==> src/rtl/reaction_pkg.sv <==
// Shared constants for the reaction-timer control stage: state codes,
// wait-time width and default timing parameters.
package reaction_pkg;

    localparam logic [2:0] ST_IDLE  = 3'd0;
    localparam logic [2:0] ST_WAIT  = 3'd1;
    localparam logic [2:0] ST_GO    = 3'd2;
    localparam logic [2:0] ST_DONE  = 3'd3;
    localparam logic [2:0] ST_FALSE = 3'd4;

    localparam int WAIT_W           = 13;
    localparam int DEF_TICK_DIV     = 50000;
    localparam int DEF_MAX_REACT_MS = 9999;

endpackage

==> src/rtl/reaction_fsm_ms_tick_gen.sv <==
// Millisecond prescaler: counts 0..TICK_DIV-1 while enabled and pulses Tick
// on the last count. Clr restarts the count so each state begins a fresh ms.
module ms_tick_gen
    import reaction_pkg::*;
#(
    parameter int TICK_DIV = DEF_TICK_DIV
) (
    input  logic Clk,
    input  logic Rst,
    input  logic En,
    input  logic Clr,
    output logic Tick
);

    localparam int CW = $clog2(TICK_DIV);
    localparam logic [CW-1:0] LAST = CW'(TICK_DIV - 1);

    logic [CW-1:0] cnt_q, cnt_d;

    always_comb begin
        cnt_d = cnt_q;
        if (Clr || !En || (cnt_q == LAST)) begin
            cnt_d = '0;
        end else begin
            cnt_d = cnt_q + 1'b1;
        end
    end

    always_ff @(posedge Clk) begin
        if (Rst) begin
            cnt_q <= '0;
        end else begin
            cnt_q <= cnt_d;
        end
    end

    assign Tick = En && (cnt_q == LAST);

endmodule

==> src/rtl/reaction_fsm.sv <==
// Reaction-timer control FSM: random wait, GO LED, reaction measurement.
// Define REACTION_BEST_EN to add the BestTime (best non-timeout result) output.
module reaction_fsm
    import reaction_pkg::*;
#(
    parameter int TICK_DIV     = DEF_TICK_DIV,
    parameter int MAX_REACT_MS = DEF_MAX_REACT_MS,
    parameter int RT_W         = 14
) (
    input  logic              Clk,
    input  logic              Rst,
    input  logic              Start,
    input  logic              Stop,
    input  logic [WAIT_W-1:0] RandomValue,
    output logic              Led,
    output logic [RT_W-1:0]   ReactTime,
    output logic              Valid,
    output logic              FalseStart,
    output logic              Timeout,
`ifdef REACTION_BEST_EN
    output logic [RT_W-1:0]   BestTime,
`endif
    output logic [2:0]        State
);

    localparam logic [RT_W-1:0] MAX_C  = RT_W'(MAX_REACT_MS);
    localparam logic [RT_W-1:0] MAX_M1 = RT_W'(MAX_REACT_MS - 1);

    logic [2:0]        state_q, state_d;
    logic [WAIT_W-1:0] wait_q, wait_d;
    logic [RT_W-1:0]   react_q, react_d;
    logic [RT_W-1:0]   rt_q, rt_d;
    logic              to_q, to_d;
    logic              tick;
    logic              tick_en;
    logic              tick_clr;

    assign tick_en  = (state_q == ST_WAIT) || (state_q == ST_GO);
    assign tick_clr = (state_d != state_q);

    ms_tick_gen #(.TICK_DIV(TICK_DIV)) u_tick (
        .Clk  (Clk),
        .Rst  (Rst),
        .En   (tick_en),
        .Clr  (tick_clr),
        .Tick (tick)
    );

    always_comb begin
        state_d = state_q;
        wait_d  = wait_q;
        react_d = react_q;
        rt_d    = rt_q;
        to_d    = to_q;
        case (state_q)
            ST_IDLE, ST_DONE, ST_FALSE: begin
                if (Start) begin
                    state_d = ST_WAIT;
                    wait_d  = (RandomValue == '0) ? WAIT_W'(1) : RandomValue;
                    to_d    = 1'b0;
                end
            end
            ST_WAIT: begin
                if (Stop) begin
                    state_d = ST_FALSE;
                end else if (tick) begin
                    if (wait_q == WAIT_W'(1)) begin
                        state_d = ST_GO;
                        react_d = '0;
                    end else begin
                        wait_d = wait_q - 1'b1;
                    end
                end
            end
            ST_GO: begin
                // Stop takes priority over a coincident ceiling tick
                if (Stop) begin
                    state_d = ST_DONE;
                    rt_d    = react_q;
                    to_d    = 1'b0;
                end else if (tick) begin
                    if (react_q == MAX_M1) begin
                        state_d = ST_DONE;
                        rt_d    = MAX_C;
                        to_d    = 1'b1;
                    end else begin
                        react_d = react_q + 1'b1;
                    end
                end
            end
            default: state_d = ST_IDLE;
        endcase
    end

    always_ff @(posedge Clk) begin
        if (Rst) begin
            state_q <= ST_IDLE;
            wait_q  <= '0;
            react_q <= '0;
            rt_q    <= '0;
            to_q    <= 1'b0;
        end else begin
            state_q <= state_d;
            wait_q  <= wait_d;
            react_q <= react_d;
            rt_q    <= rt_d;
            to_q    <= to_d;
        end
    end

`ifdef REACTION_BEST_EN
    logic [RT_W-1:0] best_q, best_d;

    always_comb begin
        best_d = best_q;
        if ((state_q == ST_GO) && Stop && (react_q < best_q)) begin
            best_d = react_q;
        end
    end

    always_ff @(posedge Clk) begin
        if (Rst) begin
            best_q <= '1;
        end else begin
            best_q <= best_d;
        end
    end

    assign BestTime = best_q;
`endif

    assign Led        = (state_q == ST_GO);
    assign Valid      = (state_q == ST_DONE);
    assign FalseStart = (state_q == ST_FALSE);
    assign Timeout    = to_q;
    assign ReactTime  = rt_q;
    assign State      = state_q;

endmodule

==> config.mk <==
export PLATFORM = sky130hd
export DESIGN_NAME = reaction_fsm
export DESIGN_NICKNAME = d
export VERILOG_FILES = /design/src/rtl/reaction_pkg.sv /design/src/rtl/reaction_fsm_ms_tick_gen.sv /design/src/rtl/reaction_fsm.sv
export SDC_FILE = /design/constraint.sdc
export NUM_CORES = 1
export LEC_CHECK = 0
export CELL_PAD_IN_SITES_DETAIL_PLACEMENT = 1
export CELL_PAD_IN_SITES_GLOBAL_PLACEMENT = 1
export CORE_MARGIN = 3
export CORE_UTILIZATION = 45
export CTS_CLUSTER_SIZE = 8
export DETAILED_ROUTE_END_ITERATION = 10
export PLACE_DENSITY = 0.95
export SYNTH_ARGS = -nofsm -noshare
export SYNTH_HDL_FRONTEND = slang
export SYNTH_SLANG_ARGS = --single-unit
==> constraint.sdc <==
create_clock -name Clk -period 4.6 [get_ports Clk]
set_input_delay 0.92 -clock Clk [delete_from_list [all_inputs] [get_ports Clk]]
set_output_delay 0.92 -clock Clk [all_outputs]
set_load 0.05 [all_outputs]
### Word level (Yosys, flattened, before mapping)

Index checks and enable logic that the tools add are counted.

| operators by class | value |
|---|---|
| bitwise logic cells | 0 |
| order comparisons | 0 |
| mux-type cells | 29 |
| $add $sub $neg | 3 |
| divide/modulo/power cells | 0 |
| shift operators | 0 |
| multipliers | 0 |
| reduce and logical (&&, ||, !) cells | 18 |
| equal/unequal tests | 18 |

Operators by type and width:

| kind | number |
|---|---|
| $mux W14 | 9 |
| $mux W13 | 5 |
| $pmux W14 S2 | 1 |
| $pmux W13 S2 | 1 |
| $mux W3 | 7 |
| $add A16 B1 Y16 const B | 1 |
| $eq A16 B16 Y1 const B | 1 |
| $add A14 B1 Y14 const B | 1 |
| $eq A14 B14 Y1 const B | 1 |
| $eq A13 B1 Y1 const B | 1 |
| $logic_not A13 Y1 | 1 |
| $sub A13 B1 Y13 const B | 1 |
| $ne A2 B2 Y1 const B | 6 |
| $reduce_bool A2 Y1 | 5 |
| $pmux W3 S3 | 1 |
| $reduce_and A7 Y1 | 1 |
| $eq A3 B2 Y1 const B | 2 |
| $ne A3 B2 Y1 const B | 2 |
| $reduce_and A5 Y1 | 1 |
| $mux W1 | 4 |
| $ne A2 B1 Y1 const B | 2 |
| $reduce_and A4 Y1 | 1 |
| $eq A3 B1 Y1 const B | 1 |
| $eq A3 B3 Y1 const B | 1 |
| other kinds (9) | 11 |

| word-level totals | value |
|---|---|
| register bits | 61 |
| bits in latches | 0 |
| memories kept | 0 |
| logic and storage cells | 74 |
| RAM bits | 0 |
| output and inout bits | 21 |
| bits in read-only memories | 0 |
| bits of input ports | 17 |

### Depth between registers and ports, before layout

| depth | value |
|---|---|
| depth in word-level cells | 10 |
| gate-level depth with buffers | 9 |
| mapped depth without buffers | 7 |

### By module

From an unflattened synthesis, not the netlist that was laid out.

| unflattened totals | value |
|---|---|
| cells, all modules | 382 |
| area, all modules | 3141.8 µm² |

By module, submodules not included:

| module | instances | sequential area each (µm²) | cells each | area each (µm²) |
|---|---|---|---|---|
| reaction_fsm | 1 | 900.9 | 299 | 2423.6 |
| ms_tick_gen | 1 | 320.3 | 83 | 718.2 |

### Worst setup path after synthesis

OpenSTA, ideal clock, no wires.

| path | value |
|---|---|
| path type | flip-flop to output port |
| start | reg state_q[1], in the netlist State[1] |
| end | out Led |
| required time | 3.680 ns |
| setup slack | 1.698 ns |
| data arrival time | 1.982 ns |
| cell stages (with the launch flop) | 5 |
| buffers on the path | 2 |
| cells stage by stage | dfxtp_1 -> buf_6 -> or3b_2 -> inv_1 -> clkbuf_1 |

| on the way | value |
|---|---|
| word-level cells in the longest chain between the ends | 1 |

RTL lines:

| what | line | source |
|---|---|---|
| from (decl) | reaction_fsm.sv:29 | `logic [2:0] state_q, state_d;` |
| from (signal assigned) | reaction_fsm.sv:103 | `state_q <= state_d;` |
| $eq A3 B2 Y1 | reaction_fsm.sv:132 | `assign Led = (state_q == ST_GO);` |
| to (decl) | reaction_fsm.sv:15 | `output logic Led,` |

Every way passes these cells.

### Worst setup path in the final report

Same ends and word-level chain as after synthesis.

==> reports/metrics.cfg <==
[outcome]
status=finished, final reports clean

[drt]
routed_wl_um=9700
viasPerCell=6.29
wl_per_cell_um=19.5
antenna_left=0
drc=0
dr.pass1.iters=4
initialDrtViolationCount=189
num_vias=3118

[synthesis]
synth_top_area_cell=dfxtp_1
synth_xor_area_frac=0.0388
synthAdderAreaFrac=0.0198
synthMuxAreaShare=0.00317
yosysSeqAreaShare=0.387
avgSynthCellArea_sq_um=8.47
synth.top_cell.area_share=0.387
synth_nets=395
yosysMostFrequentCell=dfxtp_1
yosys_warnings=0
synth-seq-cells=61
async_reset_ff_frac=0
ys_top_cells_by_area=dfxtp_1 39%, a21oi_1 5.7%, nor2_1 3.7%
syn_area_sq_mm=0.00316
ys_types=63
synth-compound-area-share=0.211
synth_top_family_by_area=simple AND/OR/NAND/NOR gates
synthSimpleGateAreaFrac=0.297
synth-edff-count=0
synthTopCellsByCount=61 x dfxtp_1, 36 x a21oi_1, 31 x nor2_1, 28 x nand2_1
ys.flop_type=dfxtp_1
synthCells=373

[floorplan]
start_util=0.481
rows=29
core_area_sq_mm=0.00657
ioPinCount=38
die_x_um=89.8
die-area_sq_mm=0.00806
die_h_um=89.8

[clock_network]
clock-sinks=61
cts_tree=built
clk_path_buf_depth=2
root_buffer=clkbuf_8
cts_max_level=3
cts_buffers=9
postCtsResizedCells=0
ctsHoldBuffers=0
clock_latency_ps=340
clk_pin_slew_ps=70
postCtsSetupRepairBufs=0

[grt]
gr-usage-all-layers=0.245
antenna_found_initial=0
grt_pass1_vias=3189
use_met3=0.0659
met1_usage=0.302
grt_use_met2=0.418
grt_start_max_net_pins=29
grt.busiest_layer=met2
grt_pass1_wl_um=16200
grt_overflow=0

[timing]
finalCritPeriodShare=0.803
min_period_ps=3690
tightestPinTransition_ps=998
setup-violations-final=0
finalHoldViolations=0
finalClockSkew_ps=9.13
relSlewSlack=0.334
setup_tns_ps=0
rsz0062_at_grt=false
finalMaxSlewViolations=0
max_freq_mhz=271
layout_setup_ws_ps=908

[finish]
layout-drive-gt1-share=0.0844
nFillCells=785
areaGrowthSynthToFinish_pct=18.3
final_area_sq_mm=0.00374
insertedDiodeCount=0
stdcell_count=496
nNetsFinal=420
fin_util=0.569

[critical_path]
rr_worst_depth=4
endpoint=Led
cp_max_fo=11
critPathLaunch=State[1]
cp-start-kind=register
r2r_end=react_q[13]
end_kind=primary output
path_buf_inv=2
critPathKind=register to primary output
crit_cells=3
cp.required_ps=3680
rr_startpoint=State[0]
rrSetupSlack_ps=1850
crit_family=buffers and inverters
critical_path_arrival_ps=2770
cp_slowest_cell=clkdlybuf4s50_1
crit_path_cell_trace=or3b_2 -> inv_1 -> clkdlybuf4s50_1
slowest_delay_ps=900

[place]
place_area_sq_mm=0.00354
portBuffers=37
dp_hpwl_um=6890
place_congestion=0.812
dp_cells=480
pre_cts_slack_ps=1250

[power]
p_int_uw=842
power.leakage_uw=0.00122
pwr-share-clk=0.403
pwr-share-seq=0.479
switching_share=0.274
p_sw_uw=318
p_comb_frac=0.118
ir_drop_mv=0.184
pwr_density_cell_mw_per_mm2=311

[run]
maxCapViolCount=0

[worst_hold_path]
worstHoldPathType=register to register

==> kinds of logic after synthesis <==
kind of cell | after synthesis
AO/OA/AOI/OAI | 99
AND/OR/NAND/NOR | 162
flip-flops | 61
buffers and inverters | 31
multiplexers | 1
XOR/XNOR | 14
adder cells (fa/ha/maj) | 5
==> per-layer routing <==
metal,vias to the layer above,part of all wire
met5,-,0
met2,75,0.50
li1,1464,-
met1,1563,0.44
met4,0,0.015
met3,16,0.041
==> flip-flops by register name, summed over array words and instances, names as in the netlist <==
name / flops
Timeout: 1
react_q: 14
ReactTime: 14
State: 3
wait_q: 13
u_tick.cnt_q: 16
==> worst min path at each step <==
stage / from / end / slack (ps) / depth (start not counted)
floorplan: u_tick.cnt_q[0] / u_tick.cnt_q[0] / 430 / 1
global placement: u_tick.cnt_q[0] / u_tick.cnt_q[0] / 440 / 1
detailed placement: u_tick.cnt_q[0] / u_tick.cnt_q[0] / 460 / 1
CTS: u_tick.cnt_q[0] / u_tick.cnt_q[0] / 470 / 1
global route: u_tick.cnt_q[0] / u_tick.cnt_q[0] / 500 / 1
finish: u_tick.cnt_q[0] / u_tick.cnt_q[0] / 470 / 1
==> worst reg2reg max path, cell delays in order, from the launching register on <==
cell and delay (ps):
dfxtp_1 560, or3b_1 770, nor2_2 930, o31ai_1 220, a21oi_1 200
==> placed cells by master (no fill, tap or decap), drive strengths merged, types with 6 or more instances in the layout <==
cell type      count
a21oi             36
clkbuf            13
clkdlybuf4s50     37
dfxtp             61
inv                7
nand2             28
nand3             17
nand4              7
nor2              33
nor3              10
nor4              14
o21ai             16
o221a              8
o22ai              6
o31ai             11
or3                7
or4               11
xor2               9
==> through the flow <==
stage               total power (uW)  hold WS (ps)
floorplan                        651           426
global placement                 692           442
detailed placement               699           456
CTS                             1160           472
global route                    1200           497
finish                          1160           471
==> power by group through the flow <==
stage	Combinational [uW]	Sequential, uW	Clock (uW)
CTS	134	555	476
floorplan	86.6	565	0
global route	148	558	496
global placement	126	566	0
finish	137	556	468
detailed placement	132	567	0
==> final cells by class <==
type	instances	area [sq um]	area share
Tap cell	93	116	0.0311
Multi-Input combinational cell	281	1800	0.481
Timing Repair Buffer	38	378	0.101
Sequential cell	61	1220	0.327
Clock buffer	13	179	0.0479
Inverter	7	26.3	0.00703
Clock inverter	3	17.5	0.00469
(Power assumes the default switching activity.)
